## src/rtl/spr_dma_bus_arbiter_pkg.sv

```systemverilog
// Shared types for the sprite-DMA bus arbiter.
// Imported by spr_dma_bus_arbiter and spr_dma_bus_mux.
package spr_dma_bus_arbiter_pkg;

    typedef enum logic [2:0] {
        IDLE    = 3'd0,
        WAIT_RD = 3'd1,
        HALT    = 3'd2,
        ALIGN   = 3'd3,
        GRANT   = 3'd4,
        RELEASE = 3'd5
    } arb_state_t;

    localparam logic BUS_SEL_CPU = 1'b0;
    localparam logic BUS_SEL_DMA = 1'b1;

    localparam int MAX_GNT_CYCLES_DEF = 1023;

    typedef struct packed {
        logic [15:0] addr;
        logic        wn;
        logic [7:0]  wdata;
    } bus_req_t;

endpackage

```

## src/rtl/spr_dma_bus_mux.sv

```systemverilog
// Shared-bus selector: steers CPU or sprite-DMA address/wn/wdata
// onto the bus from the arbiter's registered select.
module spr_dma_bus_mux
    import spr_dma_bus_arbiter_pkg::*;
(
    input  logic     sel,
    input  bus_req_t cpu,
    input  bus_req_t dma,
    output bus_req_t bus
);

    assign bus = (sel == BUS_SEL_DMA) ? dma : cpu;

endmodule

```

## src/rtl/spr_dma_bus_arbiter.sv

```systemverilog
// Sprite-DMA bus arbiter: halts the 6502 via RDY and hands the bus to DMA.
// Optional grant watchdog enabled by defining SPR_DMA_WDOG_EN.
module spr_dma_bus_arbiter
    import spr_dma_bus_arbiter_pkg::*;
#(
    parameter int MAX_GNT_CYCLES = MAX_GNT_CYCLES_DEF,
    parameter int CNT_W          = 10
) (
    input  logic        i_clk,
    input  logic        i_rst,
    input  logic [15:0] i_cpu_addr,
    input  logic        i_cpu_wn,
    input  logic [7:0]  i_cpu_wdata,
    output logic [7:0]  o_cpu_rdata,
    output logic        o_cpu_rdy,
    input  logic        i_spr_req,
    output logic        o_spr_gnt,
    input  logic [15:0] i_spr_addr,
    input  logic        i_spr_wn,
    input  logic [7:0]  i_spr_wdata,
    output logic [7:0]  o_spr_rdata,
    output logic [15:0] o_bus_addr,
    output logic        o_bus_wn,
    output logic [7:0]  o_bus_wdata,
    input  logic [7:0]  i_bus_rdata,
    output logic        o_dma_timeout
);

    if (2**CNT_W <= MAX_GNT_CYCLES) begin : g_cnt_w_chk
        $error("CNT_W too narrow for MAX_GNT_CYCLES");
    end

    arb_state_t state, state_nxt;
    logic       p;
    logic       bus_sel;
    logic       wdog_hit;
    logic       req_ok;
    bus_req_t   cpu_side, dma_side, bus_out;

    always_ff @(posedge i_clk or posedge i_rst) begin
        if (i_rst) begin
            state   <= IDLE;
            p       <= 1'b0;
            bus_sel <= BUS_SEL_CPU;
        end else begin
            state   <= state_nxt;
            p       <= ~p;
            bus_sel <= (state_nxt == GRANT) ? BUS_SEL_DMA : BUS_SEL_CPU;
        end
    end

    always_comb begin
        state_nxt = state;
        unique case (state)
            IDLE:
                if (i_spr_req && req_ok)
                    state_nxt = i_cpu_wn ? HALT : WAIT_RD;
            // RDY cannot stop a write cycle, so wait for the next read
            WAIT_RD:
                if (!i_spr_req)
                    state_nxt = IDLE;
                else if (i_cpu_wn)
                    state_nxt = HALT;
            HALT:
                state_nxt = p ? ALIGN : GRANT;
            ALIGN:
                state_nxt = GRANT;
            GRANT:
                if (!i_spr_req || wdog_hit)
                    state_nxt = RELEASE;
            RELEASE:
                state_nxt = IDLE;
            default:
                state_nxt = IDLE;
        endcase
    end

`ifdef SPR_DMA_WDOG_EN
    logic [CNT_W-1:0] gnt_cnt;
    logic             tmo;
    logic             regnt_blk;

    assign wdog_hit = (state == GRANT) &&
                      (gnt_cnt == CNT_W'(MAX_GNT_CYCLES - 1));
    assign req_ok   = ~regnt_blk;

    always_ff @(posedge i_clk or posedge i_rst) begin
        if (i_rst) begin
            gnt_cnt   <= '0;
            tmo       <= 1'b0;
            regnt_blk <= 1'b0;
        end else begin
            if (state == GRANT && state_nxt == GRANT)
                gnt_cnt <= gnt_cnt + 1'b1;
            else
                gnt_cnt <= '0;
            // a forced release stays blocked until req is seen low
            if (wdog_hit) begin
                tmo       <= 1'b1;
                regnt_blk <= 1'b1;
            end else if (!i_spr_req) begin
                regnt_blk <= 1'b0;
            end
        end
    end

    assign o_dma_timeout = tmo;
`else
    assign wdog_hit      = 1'b0;
    assign req_ok        = 1'b1;
    assign o_dma_timeout = 1'b0;
`endif

    assign o_spr_gnt = (state == GRANT);
    assign o_cpu_rdy = !((state == HALT) || (state == ALIGN) ||
                         (state == GRANT));

    assign o_cpu_rdata = i_bus_rdata;
    assign o_spr_rdata = i_bus_rdata;

    assign cpu_side = '{addr: i_cpu_addr, wn: i_cpu_wn, wdata: i_cpu_wdata};
    assign dma_side = '{addr: i_spr_addr, wn: i_spr_wn, wdata: i_spr_wdata};

    spr_dma_bus_mux u_mux (
        .sel (bus_sel),
        .cpu (cpu_side),
        .dma (dma_side),
        .bus (bus_out)
    );

    assign o_bus_addr  = bus_out.addr;
    assign o_bus_wn    = bus_out.wn;
    assign o_bus_wdata = bus_out.wdata;

endmodule

```

## config.mk

```make
export PLATFORM = sky130hd
export DESIGN_NAME = spr_dma_bus_arbiter
export DESIGN_NICKNAME = d
export VERILOG_FILES = /design/src/rtl/spr_dma_bus_arbiter_pkg.sv /design/src/rtl/spr_dma_bus_mux.sv /design/src/rtl/spr_dma_bus_arbiter.sv
export SDC_FILE = /design/constraint.sdc
export NUM_CORES = 1
export LEC_CHECK = 0
export BUFFER_PORTS_ARGS = -buffer_cell sky130_fd_sc_hd__buf_2
export CORE_ASPECT_RATIO = 0.7
export CORE_MARGIN = 1.5
export CORE_UTILIZATION = 33
export DETAILED_ROUTE_END_ITERATION = 12
export HOLD_SLACK_MARGIN = 0.12
export PLACE_DENSITY = 0.85
export SETUP_SLACK_MARGIN = 0.2
export SYNTH_ARGS = -nofsm -noshare
export SYNTH_HDL_FRONTEND = slang
export SYNTH_SLANG_ARGS = --single-unit
```

## constraint.sdc

```tcl
create_clock -name i_clk -period 3.09 [get_ports i_clk]
set_clock_uncertainty 0.1 [all_clocks]
set_input_delay 0.618 -clock i_clk [delete_from_list [all_inputs] [get_ports i_clk]]
set_output_delay 0.618 -clock i_clk [all_outputs]
set_load 0.005 [all_outputs]
```

Word level (Yosys, flattened, before mapping)
Cells that the tools add are included.
Storage, ports and cells
  register bits: 5
  input bits: 61
  output and inout port bits: 44
  word-level logic and storage cells: 22
Cells by class
  equality and inequality tests: 5
  multiplexer cells: 9
  bitwise operators: 1
  reduce and logical (&&, ||, !) cells: 4
Operator list (count)
  $mux 25: 1
  $mux 3: 5
  $pmux 3 s5: 1
  $eq 3x2->1 const B: 2
  $eq 3x3->1 const B: 2
  $eq 3x1->1 const B: 1
  $logic_not 3->1: 1
  $logic_or 1x1->1: 2
  $mux 2: 1
  $logic_not 1->1: 1
  $mux 1: 1
  $not 1->1: 1

Longest topological paths before layout
  depth in word-level cells: 5
  depth in mapped cells: 3
  mapped depth without buffers: 2

Hierarchy
A second synthesis with hierarchy kept.
Unflattened totals
  cell total of the unflattened synthesis: 66
  area, all modules: 769.5 µm²
Modules (own cells, without submodules)
  spr_dma_bus_mux: times used 1, cells an instance 28, area an instance 407.9 µm²
  spr_dma_bus_arbiter: times used 1, cells an instance 38, area an instance 361.6 µm²

Least setup slack after synthesis
No wires, ideal clock.
  path type: register -> output
  from: register bus_sel
  to: output port o_bus_addr[0]
  arrival time: 0.921 ns
  required time: 2.372 ns
  path slack: 1.451 ns
  cell stages (with the launch flop): 4
  path buffers: 2
  path through: dfrtp_1 > buf_6 > buf_12 > mux2_4
On the way
  word-level cells in the longest chain between the ends: 1
Ends and longest elaborated chain
  start: declaration: RTL line spr_dma_bus_arbiter.sv:35  | logic bus_sel;
  start signal: assignment: RTL line spr_dma_bus_arbiter.sv:48  | bus_sel <= (state_nxt == GRANT) ? BUS_SEL_DMA : BUS_SEL_CPU;
  $mux 25: RTL line spr_dma_bus_mux.sv:12  | assign bus = (sel == BUS_SEL_DMA) ? dma : cpu;
  end: declaration: RTL line spr_dma_bus_arbiter.sv:22  | output logic [15:0] o_bus_addr,
No other way between the ends.

Worst setup path after layout
  from: register bus_sel
  to: output port o_bus_addr[14]
Same word-level chain as after synthesis.

==> run metrics <==
number of design-rule violations left by the first detailed-router iteration 14; highest-count cells in the layout ignoring fill and taps 79 x buf_2, 20 x mux2_4, 5 x mux2_2, 5 x dfrtp_1, 3 x clkbuf_4; minimum clock period after layout 2147 ps; global-route wire length before repair 2559 um; Ports 105; sequential element share of the synthesized area 16.21%; clk root buf clkbuf_4; Hold Fails Final Rpt 0; number of antenna cells inserted 0; largest fanout on the critical path 25; Setup crit start kind register; Final Cycle Share 69.47%; category of the critical setup timing path register to output port; Setup Fix Bufs, Post-CTS 0; reg-to-reg setup timing slack 1930 ps; total global routing overflow 0; buffer depth of the longest clock path 2; initial standard-cell utilization of the core 35.54%; total area of multi-input combinational cells 460.4 um2; Post-Syn Nets 127; number of instances in the placed design 158; antenna violation net count after detailed routing 0; drt total wl 1951 um; number of input and output port buffers inserted 79; Seq. cell area 125.1 um2; wl on met1 711 um; Peak supply drop 0.4496 mV; post-synthesis cell type count 19; area fraction of the dominant cell type after synthesis 38.90%; status complete, no violations; row count 14; routed length per placed instance 12.04 um; Highest Clock Rate 465.9 MHz; Yosys Warn Count 0; antenna violations before repair 0; total routing resource utilization after global routing 12.81%; nature of the critical path endpoint output port; total placed instance area 1036 um2; capturing point of the worst reg2reg path state[0]; cell taking the most area after synthesis mux2_4; utilization of the core after routing 48.91%; average footprint of a synthesized cell 11.70 um2; Max Cap Violations 0; crit path setup slack, layout 943.5 ps; Data arrival, critical path 1430 ps; number of levels in the clock H-tree 1; number of DRC violations after detailed routing 0; count of clock tree sinks 5; detailed placement HPWL 1669 um; worst slack, placed 1192 ps; required time at the endpoint of the critical path 2370 ps; final std cell area, no fill 1062 um2; overall die height 43.47 um; post-cts repair resize count 0; router iterations before antenna repair 3; number of global-route vias before repair 660; final cell count without fillers 162; post-synthesis cell area 772.0 um2; clock latency on the worst-skew pair 230 ps; number of buffers added by the clock tree synthesis step 3; largest cells by area after synthesis mux2_4 39%, buf_4 17%, dfrtp_1 16%; CTS tree yes; Die Wd 60.81 um; worst r2r src state[1]; area grow syn2layout 37.60%; share of layout cells above drive strength 1 84.62%; clock-pin slew of the registers on the worst-case setup and hold paths 40 ps; FF+latch count, synth 5; gate count of the mapped netlist 66; PD cells 591.2 nW/um2; cell depth of the worst flop-to-flop path 2; number of vias after detailed routing 693; Lkg Pwr 0.0006123 uW; largest net degree at the start of global routing 26; unrepaired setup endpoints after global routing false; post-cts hold buffer count 0; count of endpoints failing setup in the final report 0; detailed route wirelength on metal3 209 um; Max Slew Vio Count 0; DIE AREA 2643 um2; sum of met2 wire segment lengths after detailed routing 1030 um; leading cell type in the layout, fill and taps excluded buf_2; routability congestion estimate from global placement 0.6310; Post-layout nets 192; min-delay worst type primary input to async pin; Post-Route Setup TNS 0 ps; placeable core region 2172 um2; top routing layer in use met3; fill count 226; mean number of vias per cell 4.278
final cells by class:
type / count / share of cell area, %
multi-input combinational: 39 / 43.35
timing repair buffer: 80 / 37.93
sequential: 5 / 11.78
tap: 32 / 3.769
clock buffer: 4 / 2.473
inverter: 2 / 0.7067
where the power goes:
group	total [uW]	leakage, uW	internal [uW]	switching [uW]
logic	456	0.000536	281	175
clock network	71.7	0.0000150	48.6	23.1
registers	101	0.0000615	83.3	17.4
state kept, by name, summed over array words and instances (netlist names):
name,count
state,3
bus_sel,1
p,1
per-stage QoR:
step	hold WS (ps)	power, uW
after floorplan	296.5	474.7
after global placement	333.7	544.1
after detailed placement	328.8	559.4
after CTS	159.2	636.3
after global routing	170.8	668.9
final	168.7	628.1
worst max path at each step:
stage	startpoint	end	slack, ps	cells after the start
after floorplan	bus_sel	o_bus_addr[0]	1450	3
after CTS	bus_sel	o_bus_addr[14]	930	3
after detailed placement	bus_sel	o_bus_addr[14]	1190	3
final	bus_sel	o_bus_addr[14]	940	3
after global placement	bus_sel	o_bus_wdata[0]	1220	3
after global routing	bus_sel	o_bus_addr[14]	870	3
Yosys cell counts, drive strengths merged:
master,number
mux2,25
buf,20
dfrtp,5
inv,2
nand3b,2
nor4b,2
a211o,1
a21oi,1
and2b,1
conb,1
nand2b,1
nor2,1
nor2b,1
nor3b,1
o21bai,1
o2bb2ai,1
logic make-up after synthesis:
kind of cell / Yosys count / share of synthesized area [%]
flops: 5 / 16.21
mux: 25 / 46.19
other cells: 1 / 0.4858
compound gates: 4 / 3.890
buf+inv: 22 / 24.15
simple gates: 9 / 9.077
per-layer routing:
layer	GRT usage, %	up-vias
li1	-	342
met1	10.46	307
met2	26.24	44
met3	6.567	0
met4	3.043	0
met5	0	-
worst max-delay path, stage by stage, from the launching register on:
cell and delay, ps:
dfrtp_1 310, buf_4 360, mux2_2 380, buf_2 130
Power figures use the tool's default switching activity.
